### src/rtl/digit_to_binary.sv
// ---------------------------------------------------------------------------
// digit_to_binary
// Converts six captured BCD digits into a 20-bit binary value using a
// sequential reverse double-dabble (one shift/correct step per clock).
//
// Ports
//   clk                      rising-edge clock
//   reset                    synchronous, active-high reset
//   start                    conversion request, honoured only in IDLE
//   ones .. hundred_thousands BCD digits, sampled on the accepted start edge
//   q                        binary result (20 bits)
//   busy                     high while a conversion is running
//   done                     one-cycle pulse: q, ovf, err are valid
//   ovf                      result >= 2**LIMIT_W
//   err                      a captured digit was greater than 9
// ---------------------------------------------------------------------------
module digit_to_binary #(
    parameter int unsigned LIMIT_W = 17
) (
    input  logic        clk,
    input  logic        reset,
    input  logic        start,
    input  logic [3:0]  ones,
    input  logic [3:0]  tens,
    input  logic [3:0]  hundreds,
    input  logic [3:0]  thousands,
    input  logic [3:0]  ten_thousands,
    input  logic [3:0]  hundred_thousands,
    output logic [19:0] q,
    output logic        busy,
    output logic        done,
    output logic        ovf,
    output logic        err
);

    localparam int unsigned BIN_W   = 20;
    localparam int unsigned NDIG    = 6;
    localparam int unsigned BCD_W   = 4 * NDIG;
    localparam int unsigned CNT_W   = 5;
    localparam int unsigned STEPS   = BIN_W;

    // A limit at or beyond the register width can never be reached.
    localparam bit               HAS_LIMIT = (LIMIT_W < BIN_W);
    localparam logic [BIN_W-1:0] LIMIT_VAL = HAS_LIMIT ? BIN_W'(1 << LIMIT_W) : '0;

    typedef enum logic [1:0] {
        IDLE = 2'd0,
        CONV = 2'd1,
        DONE = 2'd2
    } state_t;

    state_t             state;
    logic [BCD_W-1:0]   bcd;
    logic [BIN_W-1:0]   bin;
    logic [CNT_W-1:0]   cnt;

    logic [BCD_W-1:0]   digits_c;
    logic               bad_c;
    logic [BCD_W-1:0]   shift_bcd_c;
    logic [BIN_W-1:0]   shift_bin_c;
    logic [BCD_W-1:0]   step_bcd_c;

    assign digits_c = {hundred_thousands, ten_thousands, thousands,
                       hundreds, tens, ones};

    // Any nibble above 9 makes the capture invalid.
    always_comb begin
        bad_c = 1'b0;
        for (int i = 0; i < NDIG; i++) begin
            if (digits_c[4*i +: 4] > 4'd9) begin
                bad_c = 1'b1;
            end
        end
    end

    // One reverse double-dabble step: shift right, then pull every nibble
    // that landed at 8 or above back into BCD range by subtracting 3.
    always_comb begin
        {shift_bcd_c, shift_bin_c} = {bcd, bin} >> 1;
        step_bcd_c = shift_bcd_c;
        for (int i = 0; i < NDIG; i++) begin
            if (shift_bcd_c[4*i +: 4] >= 4'd8) begin
                step_bcd_c[4*i +: 4] = shift_bcd_c[4*i +: 4] - 4'd3;
            end
        end
    end

    // Control FSM with registered outputs.
    always_ff @(posedge clk) begin
        if (reset) begin
            state <= IDLE;
            bcd   <= '0;
            bin   <= '0;
            cnt   <= '0;
            q     <= '0;
            busy  <= 1'b0;
            done  <= 1'b0;
            ovf   <= 1'b0;
            err   <= 1'b0;
        end else begin
            done <= 1'b0;
            unique case (state)
                IDLE: begin
                    if (start) begin
                        bcd  <= digits_c;
                        bin  <= '0;
                        cnt  <= '0;
                        ovf  <= 1'b0;
                        err  <= bad_c;
                        // Invalid digits skip the conversion entirely.
                        busy  <= ~bad_c;
                        state <= bad_c ? DONE : CONV;
                    end
                end
                CONV: begin
                    bcd <= step_bcd_c;
                    bin <= shift_bin_c;
                    if (cnt == CNT_W'(STEPS - 1)) begin
                        cnt   <= '0;
                        state <= DONE;
                    end else begin
                        cnt <= cnt + CNT_W'(1);
                    end
                end
                DONE: begin
                    q     <= bin;
                    ovf   <= HAS_LIMIT && !err && (bin >= LIMIT_VAL);
                    busy  <= 1'b0;
                    done  <= 1'b1;
                    state <= IDLE;
                end
                default: begin
                    state <= IDLE;
                end
            endcase
        end
    end

endmodule

### config.mk
export PLATFORM = sky130hd
export DESIGN_NAME = digit_to_binary
export DESIGN_NICKNAME = d
export VERILOG_FILES = /design/src/rtl/digit_to_binary.sv
export SDC_FILE = /design/constraint.sdc
export NUM_CORES = 1
export LEC_CHECK = 0
export BUFFER_PORTS_ARGS = -buffer_cell sky130_fd_sc_hd__buf_2
export CORE_MARGIN = 2
export CORE_UTILIZATION = 42
export DETAILED_ROUTE_END_ITERATION = 7
export GPL_TIMING_DRIVEN = 0
export PLACE_DENSITY = 0.63
export SYNTH_ARGS = -nofsm -noshare
export SYNTH_HDL_FRONTEND = slang
export SYNTH_SLANG_ARGS = --single-unit
### constraint.sdc
create_clock -name clk -period 1.35 [get_ports clk]
set_clock_uncertainty 0.05 [all_clocks]
set_input_delay 0.0675 -clock clk [delete_from_list [all_inputs] [get_ports clk]]
set_output_delay 0.0675 -clock clk [all_outputs]
set_load 0.02 [all_outputs]
# == Word-level counts from Yosys, hierarchy flattened ==
# Index checks and enable logic that the tools add are counted.
# totals
ff_bits,75
latch_bits,0
ram_bits,0
romBits,0
inputBits,27
output_inout_bits,24
elab_cells,72
n_memories,0
# op_classes
add_sub_neg,7
n_mul,0
n_div,0
order_cmp,13
eq_ne,5
n_shift,0
mux,28
n_bitwise,1
n_reduce_logical,9
# op_table
cell,count
$pmux 24 s2,1
$pmux 20 s2,1
$gt 4x4->1 const B,6
$mux 24,1
$mux 4,6
$ge 20x18->1 const B,1
$ge 4x4->1 const B,5
$mux 20,1
$sub 4x2->4 const B,5
$mux 5,2
$pmux 5 s2,1
$mux 1,9
$reduce_and 2->1,4
$mux 2,3
$add 5x1->5 const B,1
$eq 5x5->1 const B,1
$ge 3x4->1 const B,1
$ne 2x2->1 const B,2
$pmux 1 s2,2
$pmux 2 s2,1
$reduce_bool 2->1,2
$sub 3x2->4 const B,1
$eq 2x1->1 const B,1
$eq 2x2->1 const B,1
other kinds (4),4

# == Depth between registers and ports, before layout ==
# Gate-level depths: netlist of run 1.
# depth
depth_word,10
ltp_mapped,5
mapped_depth_nobuf,5

# == Least setup slack after synthesis of run 1 ==
# OpenSTA, ideal clock, no wires.
# synth_timing
path_kind,register -> register
from,register bcd[1]
to,register bcd[1]
setup_time_ns,0.134
arrival_time_ns,1.265
required_ns,1.166
path_slack_ns,-0.099
stages_incl_launch_ff,6
path_buffers,0
period_less_slack_ns,1.449
cell_sequence,dfxtp_1 inv_1 ha_1 mux2_2 a221oi_1 a211oi_1
# synth_via
elab_chain_cells,3
word_cells_on_any_way,4
classes_between,add/sub: 1; order compare: 1; mux: 2
# synth_rtl
element,line,rtl
from (decl),53,logic [BCD_W-1:0] bcd;
from (signal assigned),105,bcd <= digits_c;
from (signal assigned),116,bcd <= step_bcd_c;
$sub 4x2->4 or $ge 4x4->1 (tied branches),"83, 82",
$mux 4 (*),82,if (shift_bcd_c[4*i +: 4] >= 4'd8) begin
$pmux 24 s2 (*),102,unique case (state)
# Every way passes the cells marked *; elsewhere a longest branch is shown, timed or not.
# A chain may end at the register's enable or synchronous reset.

# == Worst setup path in the final report of run 1 ==
# layout_timing
from,register state[0]
to,register bcd[16]
# layout_via
elab_chain_cells,3
word_cells_on_any_way,6
classes_between,eq/ne: 2; mux: 1; reduce/logical: 3
# layout_rtl
element,line,rtl
from (decl),52,state_t state;
from (signal assigned),112,state <= bad_c ? DONE : CONV;
$eq 2x1->1 or $logic_not 2->1 (tied branches),102,
$reduce_bool 2->1 (no source line) or $ne 2x2->1 (tied branches),-,
$reduce_and 2->1 (no source line),-,
# Parallel ways exist; a longest one is shown, timed or not.

==> run_results.csv, run 1 <==
group,metric,value,unit
global_route,grt-ovfl-total,0,
critical_path,cp-end-kind,"register",
die,initial_core_util,0.4280,
cts,cts_buffers,9,
critical_path,slowest_delay,0.37,ns
yosys,synth_area_leaders,"dfxtp_1 43%, nand2_1 6.2%, a22oi_1 5.4%",
placed_design,hpwlAfterDp,6065,um
finish,ff_latch_area,1521,sq um
routing,drtAntennaViolNets,0,
finish,post-route-util,0.5374,
cts,cts_sinks,75,
routing,wl_per_cell,15.84,um
die,io_pins,51,
critical_path,cp_data_arrival_time,1.56,ns
yosys,synth_most_common_cell,"dfxtp_1",
die,rows,33,
timing,min_period,1.373,ns
yosys,synth-edff-count,0,
finish,multi_input_area,1867,sq um
yosys,synth.yosys.seq_area_share,0.4335,
yosys,avgSynthCellArea,8.972,sq um
yosys,synth_flop_cell,"dfxtp_1",
yosys,async_flop_share,0,
timing,fmax,728.4,MHz
yosys,yosysTopAreaCell,"dfxtp_1",
cts,htree_levels,3,
timing,period_share,1.017,
yosys,ys_ff_latch,75,
timing,whs,-0.02252,ns
die,die_area,8988,sq um
outcome,violations,"negative hold slack, negative setup slack",
critical_path,path_class,"register to register",
yosys,netlist_instances,386,
global_route,antenna_found_initial,0,
worst_hold_path,min_path_type,"input pin to register",
global_route,grt_pass1_wl,14680,um
die,die_x,94.81,um
power,p_leak,1.716,nW
finish,antenna_cells,0,
yosys,synth_area,3463,sq um
yosys,netlist.area_leader.share,0.4335,
outcome,outcome,"complete, but fails checks",
routing,dr.pass1.iters,5,
finish,area_growth,25.58,%
routing,drc,0,
timing,rsz0062_at_grt,"true",
placed_design,port_buffers,50,
routing,routed_wl,8995,um
yosys,synth.net_count,424,
finish,nFillCells,808,
yosys,yosys_warnings,0,
cts,cts-root-buf,"clkbuf_8",
global_route,grt_pass1_vias,2912,
global_route,gr-usage-all-layers,0.2129,
critical_path,start_kind,"register",
yosys,netlist_top_cells_count,"75 x dfxtp_1, 57 x nand2_1, 34 x a21oi_1, 27 x nor2_1, 25 x a22oi_1",
cts,cts_tree,"done",
routing,viasPerCell,5.421,
critical_path,critPathTopFamily,"flip-flops",
cts,clockBufferDepth,2,
timing,setup_ws,-0.02296,ns
timing,tightest_slew,0.6116,ns
timing,slew_headroom,0.5923,
critical_path,path_cells,"nor2b_2 > buf_6 > buf_4 > a22oi_1 > a21oi_1",
timing,tns,-0.05281,ns
timing,drv_slew,0,
timing,finalHoldViolations,3,
power,power_per_cell_area,1111,nW/um^2
finish,stdcell_area,4349,sq um
job,maxCapViolations,0,
routing,drt_iter0_drc,180,
die,core-area,8093,sq um
yosys,synth.distinct_cells,51,
critical_path,path_max_fanout,10,
placed_design,gp_congestion,0.8614,
timing,setup_viol,3,
critical_path,crit_buf_inv,2,
critical_path,cp_slowest_cell,"dfxtp_4",
routing,via_count,3079,
finish,drive_gt1_frac,0.3067,
placed_design,placed_area,3854,sq um
cts,clock_latency,0.37,ns
global_route,grt_max_degree,16,
cts,cts.clk_slew.worst_paths,0.09,ns
finish,layout.nets,496,
critical_path,cp.required,1.54,ns
power,ir_worst_vdd,0.5640,mV
die,die_y,94.81,um
## registers in the layout (all words and copies together), names as in the netlist
register	flops
busy	1
state	2
bcd	24
bin	20
done	1
cnt	5
q	20
ovf	1
err	1
## final cells by class
| cell class | instances | share of cell area |
|---|---|---|
| well taps | 105 | 0.03021 |
| clock inverters | 7 | 0.01928 |
| multi-input cells | 269 | 0.4292 |
| clock buffers | 9 | 0.02848 |
| flip-flops and latches | 75 | 0.3498 |
| inverters | 13 | 0.01122 |
| repair buffers | 61 | 0.08055 |
| plain buffers | 29 | 0.05121 |
## what timing repair did
item,CTS,global route
gates resized for setup,5,43
hold buffers,7,0
pin swaps,0,12
endpoints found under the setup margin,12,31
endpoints found under the hold margin,8,0
setup buffers,2,2
## layout by cell type (no fill, tap or decap), drive strengths merged, types with 3 or more instances in the layout
| cell | count |
|---|---|
| dfxtp | 75 |
| buf | 70 |
| nand2 | 58 |
| a21oi | 34 |
| nor2 | 27 |
| a22oi | 25 |
| clkbuf | 22 |
| a211oi | 16 |
| inv | 16 |
| ha | 11 |
| o21ai | 10 |
| a311oi | 9 |
| nor2b | 9 |
| nand2b | 8 |
| and3b | 7 |
| dlygate4sd3 | 7 |
| xnor2 | 6 |
| nor3 | 6 |
| or3b | 5 |
| mux2i | 4 |
| o211a | 4 |
| xor2 | 4 |
| nor3b | 3 |
## cell families (layout without fill, tap and decap cells)
logic type                 count (synthesis)  in the layout  synth area share
xor gates and xnor gates                  10             10           0.02529
AOI/OAI and AO/OA                        109            109            0.2211
and+or+nand+nor                          134            134            0.1965
adders and majority gates                 11             11           0.03974
muxes                                      5              5           0.01481
buffers and inverters                     42            119           0.06900
DFF                                       75             75            0.4335
## metal layers
metal,vias up,global-route usage,wire length [um]
li1,1507,-,-
met1,1480,0.2870,4185
met2,76,0.3345,4192
met3,16,0.04310,463
met4,0,0.08454,153
met5,-,0,0
## through the flow
| stage | power, mW | cells | setup slack [ns] |
|---|---|---|---|
| 2_1_floorplan | 2.758 | 386 | 0.005167 |
| 3_3_place_gp | 2.923 | 541 | -0.06254 |
| 3_5_place_dp | 2.933 | 541 | -0.07225 |
| 4_1_cts | 4.783 | 566 | -0.03472 |
| 5_1_grt | 5.010 | 568 | -0.07660 |
| 6_report | 4.834 | 568 | -0.02296 |
## where the power goes
part           internal (mW)  switching (mW)
sequential              2.28          0.0784
clock                  0.886           0.976
combinational          0.283           0.330
total                   3.45            1.38
## worst register-to-register path: cells and delay by family, from the launching register on
family / cells / cell delay, ns
flops: 1 / 0.37
compound gates: 2 / 0.34
buf+inv: 2 / 0.33
simple gates: 1 / 0.15
## worst paths after layout
check / startpoint / endpoint / slack [ns] / cells past startpoint
worst max-delay path: state[0] / bcd[16] / -0.02 / 5
worst min-delay path: reset / state[0] / -0.02 / 4
worst max register to register: state[0] / bcd[16] / -0.02 / 5
worst min register to register: q[2] / q[2] / 0.41 / 2
Power figures use the tool's default switching activity.
==> run 2, diff against run 1 <==
CORE_MARGIN = 8   (was 2)
==> run 2 against run 1 <==
The flow finishes with violations (negative setup slack). Hold slack better by 0.032 ns. Die area increased by 27%. Sequential cell count did not move. Global-route usage fell by 4.7 points. Sequential power barely moved. Non-clock buffer count shrank 1. Utilization barely moved. Largest power group unchanged.
==> run_results.csv, run 2 (synthesis results as in run 1) <==
group,metric,value,unit
power,ir_worst_vdd,0.6601,mV
finish,layout.nets,495,
die,die_area,11410,sq um
global_route,gr-usage-all-layers,0.1662,
cts,clock_latency,0.34,ns
placed_design,gp_congestion,0.8171,
finish,final_common_cell,"dfxtp_1",
finish,area_growth,25.51,%
finish,drive_gt1_frac,0.3037,
die,initial_core_util,0.4280,
routing,viasPerCell,5.401,
timing,tightest_slew,0.6624,ns
routing,drc,0,
cts,cts.clk_slew.worst_paths,0.08,ns
timing,period_share,1.007,
finish,final_cell_mix,"68 x dfxtp_1, 57 x nand2_1, 53 x buf_2",
global_route,grt-ovfl-total,0,
global_route,grt_max_degree,14,
routing,drtAntennaViolNets,0,
finish,top_register,"bcd",
cts,clockBufferDepth,2,
timing,rsz0062_at_grt,"true",
timing,setup_ws,-0.009907,ns
timing,tns,-0.01907,ns
timing,setup_viol,3,
timing,finalHoldViolations,0,
critical_path,path_max_fanout,2,
global_route,grt_pass1_vias,2879,
finish,largestRegisters,"bcd x24, bin x20, q x20",
critical_path,start_kind,"register",
die,rows,33,
finish,antenna_cells,0,
cts,htree_levels,3,
global_route,antenna_found_initial,0,
routing,drt_iter0_drc,144,
power,power_per_cell_area,1122,nW/um^2
critical_path,r2r_setup_slack,-0.01,ns
routing,via_count,3057,
critical_path,path_class,"register to register",
global_route,grt_pass1_wl,15040,um
outcome,violations,"negative setup slack",
timing,drv_slew,0,
timing,slew_headroom,0.5584,
power,p_leak,1.712,nW
finish,largest_register_ffs,24,
job,maxCapViolations,0,
die,die_y,106.8,um
critical_path,cp-end-kind,"register",
cts,cts_sinks,75,
critical_path,cp.required,1.50,ns
cts,cts_buffers,9,
die,io_pins,51,
routing,dr.pass1.iters,4,
routing,wl_per_cell,16.68,um
timing,fmax,735.3,MHz
placed_design,pre_cts_ws,-0.08087,ns
timing,min_period,1.360,ns
cts,cts_tree,"done",
placed_design,port_buffers,50,
routing,routed_wl,9440,um
worst_hold_path,min_path_type,"input pin to register",
die,die_x,106.8,um
critical_path,cp_data_arrival_time,1.51,ns
outcome,outcome,"complete, but fails checks",
cts,cts-root-buf,"clkbuf_8",
die,core-area,8093,sq um
placed_design,hpwlAfterDp,6453,um
## run 2: changes by cell type in the layout (fill, tap and decap cells not counted), moves of 2 or more
cell           before  now
dfxtp_2            10    5
dlygate4sd3_1       7    5
or3b_2              1    3
a22oi_1            24   22
a211oi_1           16   13
or3b_4              4    2
a211oi_2            0    3
a311oi_2            9    7
a22oi_2             1    3
buf_6               5    8
dfxtp_1            63   68
a311oi_1            0    2
## run 2: what timing repair did
| item | CTS | global route |
|---|---|---|
| setup endpoints to repair | 6 | 66 |
| hold buffers | 5 | 0 |
| buffers inserted | 2 | 2 |
| gates cloned | 0 | 1 |
| hold endpoints to repair | 5 | 0 |
| pin swaps | 0 | 9 |
| gates resized for setup | 3 | 47 |
## run 2: path summary, 6_finish.rpt
kind | endpoint | cells past startpoint | from
max reg2reg | bcd[1] | 5 | bcd[1]
max | bcd[1] | 5 | bcd[1]
min | bcd[12] | 3 | thousands[0]
min reg2reg | q[6] | 2 | q[6]
## run 2: critical path, stage by stage, from the launching register on
cell and delay (ns):
dfxtp_2 0.33, inv_2 0.05, ha_4 0.22, mux2_4 0.26
a221oi_2 0.25, a211oi_2 0.05
## run 2: final cells by class
| class | count | area (sq um) |
|---|---|---|
| clock buffer | 9 | 123.9 |
| tap | 105 | 131.4 |
| buffer | 29 | 229.0 |
| sequential | 75 | 1515 |
| fill | 780 | 3746 |
| timing repair buffer | 60 | 337.8 |
| multi-input combinational | 269 | 1871 |
| inverter | 13 | 48.80 |
| clock inverter | 6 | 90.09 |
## run 2: metrics by stage
step / hold slack [ns] / util / total power [mW] / cell area (sq um) / instances
3_5_place_dp: 0.3249 / 0.4762 / 2.938 / 3854 / 541
4_1_cts: 0.0007918 / 0.5118 / 4.854 / 4141 / 563
2_1_floorplan: 0.2085 / - / 2.758 / 3472 / 386
3_3_place_gp: 0.3228 / 0.4762 / 2.925 / 3854 / 541
5_1_grt: 0.004312 / 0.5371 / 5.084 / 4347 / 566
6_report: 0.009561 / 0.5371 / 4.875 / 4347 / 566
## run 2: metal layers
metal  global-route usage  vias up  share of wire
met5                    0        -              0
met4              0.05226        0          0.013
met3              0.04619        9          0.060
met2               0.2602       75           0.47
met1               0.2165     1465           0.46
li1                     -     1508              -
## run 2: report_power, final
part,switching [mW],internal (mW)
clock network,0.858,1.04
registers,0.0754,2.28
logic,0.340,0.285
